## config.mk

```make
export PLATFORM = sky130hd
export DESIGN_NAME = param_register_file
export DESIGN_NICKNAME = d
export VERILOG_FILES = /design/src/rtl/param_register_file.sv
export SDC_FILE = /design/constraint.sdc
export NUM_CORES = 1
export LEC_CHECK = 0
export ABC_CLOCK_PERIOD_IN_PS = 4190
export BUFFER_PORTS_ARGS = -buffer_cell sky130_fd_sc_hd__buf_4
export CELL_PAD_IN_SITES_DETAIL_PLACEMENT = 0
export CELL_PAD_IN_SITES_GLOBAL_PLACEMENT = 1
export CORE_MARGIN = 2
export CORE_UTILIZATION = 45
export CTS_CLUSTER_DIAMETER = 30
export DETAILED_ROUTE_END_ITERATION = 10
export MAX_ROUTING_LAYER = met4
export PLACE_DENSITY = 0.68
export SETUP_SLACK_MARGIN = 0.3
export SLEW_MARGIN = 40
export SYNTH_ARGS = -nofsm -noshare
export SYNTH_HDL_FRONTEND = slang
export SYNTH_HIERARCHICAL = 1
export SYNTH_SLANG_ARGS = --single-unit
export TNS_END_PERCENT = 5
```

## constraint.sdc

```tcl
create_clock -name clk -period 4.19 [get_ports clk]
set_clock_uncertainty 0.05 [all_clocks]
set_input_delay 0.838 -clock clk [delete_from_list [all_inputs] [get_ports clk]]
set_output_delay 0.838 -clock clk [all_outputs]
set_load 0.1 [all_outputs]
```

## src/rtl/param_register_file.sv

```systemverilog
// Parametrised register file: two combinational read ports, one write port with
// write-through bypass, and a per-register busy scoreboard. Define RF_ZERO_REG_EN to hard-wire register 0 to zero.

module rf_entry #(
    parameter int WIDTH = 16
) (
    input  logic             clk,
    input  logic             rst,
    input  logic             we,
    input  logic [WIDTH-1:0] wdata,
    input  logic             set,
    output logic [WIDTH-1:0] q,
    output logic             busy
);

    always_ff @(posedge clk or posedge rst) begin
        if (rst) begin
            q    <= '0;
            busy <= 1'b0;
        end else begin
            if (we)
                q <= wdata;
            // A new producer issued in the retiring cycle keeps the entry busy.
            if (set)
                busy <= 1'b1;
            else if (we)
                busy <= 1'b0;
        end
    end

endmodule

module param_register_file #(
    parameter int WIDTH = 16,
    parameter int DEPTH = 16,
    parameter int AW    = $clog2(DEPTH)
) (
    input  logic             clk,
    input  logic             rst,
    input  logic [AW-1:0]    Rs,
    input  logic [AW-1:0]    Rt,
    input  logic [AW-1:0]    Rd,
    input  logic [WIDTH-1:0] RW,
    input  logic             wr,
    input  logic             iss_en,
    input  logic [AW-1:0]    iss_rd,
    output logic [WIDTH-1:0] Rout1,
    output logic [WIDTH-1:0] Rout2,
    output logic             stall,
    output logic [DEPTH-1:0] busy_vec
);

`ifdef RF_ZERO_REG_EN
    localparam bit ZERO_REG = 1'b1;
`else
    localparam bit ZERO_REG = 1'b0;
`endif

    logic [DEPTH-1:0][WIDTH-1:0] regs;
    logic [DEPTH-1:0]            busy;
    logic                        hit1;
    logic                        hit2;
    logic                        byp1;
    logic                        byp2;

    genvar i;
    generate
        for (i = 0; i < DEPTH; i++) begin : g_ent
            if (ZERO_REG && i == 0) begin : g_zero
                assign regs[i] = '0;
                assign busy[i] = 1'b0;
            end else begin : g_reg
                rf_entry #(.WIDTH(WIDTH)) u_ent (
                    .clk   (clk),
                    .rst   (rst),
                    .we    (wr && (Rd == AW'(i))),
                    .wdata (RW),
                    .set   (iss_en && (iss_rd == AW'(i))),
                    .q     (regs[i]),
                    .busy  (busy[i])
                );
            end
        end
    endgenerate

    assign hit1 = wr && (Rd == Rs);
    assign hit2 = wr && (Rd == Rt);
    // The hard-wired zero register never forwards write data.
    assign byp1 = hit1 && !(ZERO_REG && (Rs == '0));
    assign byp2 = hit2 && !(ZERO_REG && (Rt == '0));

    assign Rout1    = byp1 ? RW : regs[Rs];
    assign Rout2    = byp2 ? RW : regs[Rt];
    assign stall    = (busy[Rs] && !hit1) || (busy[Rt] && !hit2);
    assign busy_vec = busy;

endmodule

```

==> results.txt <==
outcome: finished, final reports clean
PortBufs: 84
Tcrit/Tclk final: 0.902
top sig layer: met4
share of the yosys chip area belonging to registers: 0.423
first-pass GRT wire length: 70.4 mm
measured slew at the worst slew-check pin: 0.612 ns
syn_nets: 1025
Die ar.: 37300 µm²
post-CTS sizing: 0
Final Power: 12.7 mW
fraction of layout cells with a size suffix above 1: 0.602
Syn Std Cell Area: 16100 µm²
number of global-route vias before repair: 10616
Worst slew margin: 0.592
Post-Syn Instances: 989
endpoint class of the critical path: output port
Worst Setup Path Type: input pin to output port
Clk Latency, worst-skew pair: 0.56 ns
worst hold slack: 0.413 ns
Bufs and invs on worst path: 3
Final Hold Fails: 0
pin count of the biggest net entering global routing: 39
row cnt: 69
post-place setup slack: 0.365 ns
leak pwr: 8.52 nW
Seq. cell area: 6810 µm²
multi-input logic area: 8430 µm²
synthesis-to-finish area growth: 20.9%
R2R Path Start: g_ent[12].g_reg.u_ent/q[7]
DPL Wire Length: 29.6 mm
fillers: 2896
ANT nets after route: 0
Clock Root Buffer: clkbuf_16
Pwr Density: 654 nW/µm²
TritonCTS Sinks: 272
Setup violations, final: 0
hold buffer count at CTS: 0
H-tree levels: 3
CP Depth: 7
min-delay worst type: input pin to asynchronous set/reset pin
Overflow after GRT: 0
met2 wire length: 22.7 mm
setup bufs post-CTS: 0
critical path fanouts, max: 18
first drt pass iteration count: 5
Max Cap Viol: 0
die width: 193 µm
Clock Tree Buf Depth: 3
I/O pin count: 85
Ant. Diodes: 0
Mean Syn Cell Area: 16.3 µm²
wire length on met3: 2.96 mm
startpoint types: input pin
CTS Buf Count: 68
CTS tree: done
crit path launch: Rs[0]
crit-path cells: buf_4 > buf_12 > mux4_2 > mux2i_1 > mux2i_1 > mux2_2 > buf_4
Peak VDD IR: 0.548 mV
die height: 193 µm
Synth Warn #: 6
crit path max-delay cell type: mux4_2
initial DRC count: 798
GP Congestion: 0.820
fmax: 265 MHz
setup_tns: 0 ns
via count: 9698
WP data arrival: 2.89 ns
Final min period: 3.78 ns
Initial Util: 0.454
Largest delay share family, worst path: multiplexers
metal1 wirelength: 19.8 mm
final net count: 1137
initial antenna violation count: 0
clk slew on worst S/H paths: 0.04 ns
DR WL/cell: 29.1 µm
Setup WS post-layout: 0.411 ns
final WL: 46.9 mm
reg2reg path depth: 1
fin util: 0.549
#FFs+latches synth: 272
drt via density: 6.01
area of the core: 35400 µm²
Yosys cell types: 28
RSZ-0062 raised after global routing: false
fin. max-slew vios: 0
DRC: 0
critical path data required time: 3.30 ns
worst stage delay on the critical path: 0.52 ns
gr usage total: 0.272
-- cell usage in the layout, fill, tap and decap left out, types with 5 or more instances in the layout --
cell	instances
a21o_1	16
buf_12	15
buf_4	107
bufinv_16	8
clkbuf_1	10
clkbuf_16	71
clkbuf_8	15
clkinv_2	9
dfrtp_1	272
inv_1	16
inv_2	16
mux2_2	138
mux2_4	150
mux2i_1	97
mux4_2	136
nand2_1	5
nand3b_1	6
nor2_1	13
nor2_2	12
xor2_1	6
-- where the power goes --
group | switching [mW] | internal (mW)
combinational | 1.92 | 1.61
sequential | 0.499 | 3.25
clock | 1.59 | 3.82
-- path summary, 6_finish.rpt --
kind                                              end  slack [ns]
max                                          Rout1[7]        0.41
min                        g_ent[10].g_reg.u_ent/q[0]        0.41
max reg2reg                g_ent[12].g_reg.u_ent/q[7]        3.33
min reg2reg                g_ent[15].g_reg.u_ent/q[2]        0.47
max in group asynchronous  g_ent[6].g_reg.u_ent/q[12]        3.22
min in group clk           g_ent[15].g_reg.u_ent/q[2]        0.47
-- through the flow --
step	cells	instance area [µm²]
floorplan	989	16100
global placement	1492	17000
detailed placement	1492	17000
CTS	1613	19400
global route	1613	19400
finish	1613	19400
-- registers in the layout (all words and copies together), names as in the netlist --
signal	cells
g_ent.g_reg.u_ent/busy	16
g_ent.g_reg.u_ent/q	256
-- layout make-up --
cell class	instances	share of cell area
sequential	272	0.350
tap	461	0.0297
clock inverter	25	0.0189
timing repair buffer	122	0.0568
inverter	32	0.00618
clock buffer	96	0.104
multi-input combinational	605	0.434
-- routing by layer --
metal,track usage,vias to the layer above
met2,0.421,394
met3,0.0429,95
li1,-,4020
met5,-,-
met1,0.368,5189
met4,0.0973,0
-- synthesized netlist by cell type, drive strengths merged --
cell      n  area share
mux2    288        0.24
and2      1     0.00039
nand2b    4      0.0016
xor2      6      0.0033
nand2     5      0.0012
nor2b     1     0.00039
a21o     16      0.0075
nor4      2      0.0026
nor2     25      0.0058
dfrtp   272        0.42
buf      67       0.046
nor3      8      0.0025
mux4    136        0.19
clkbuf   13      0.0030
nand3     3     0.00093
inv      32      0.0075
xnor2     2      0.0011
nand3b    6      0.0028
a211oi    1     0.00047
or3b      2      0.0011
and4      1     0.00054
mux2i    97       0.060
o32ai     1     0.00054
-- cells by family after synthesis --
family	synth area share
mux	0.488
flops	0.423
buf+inv	0.0563
simple gates	0.0198
compound gates	0.00848
xor+xnor	0.00436
No activity file was read; power rests on OpenSTA's default activity.
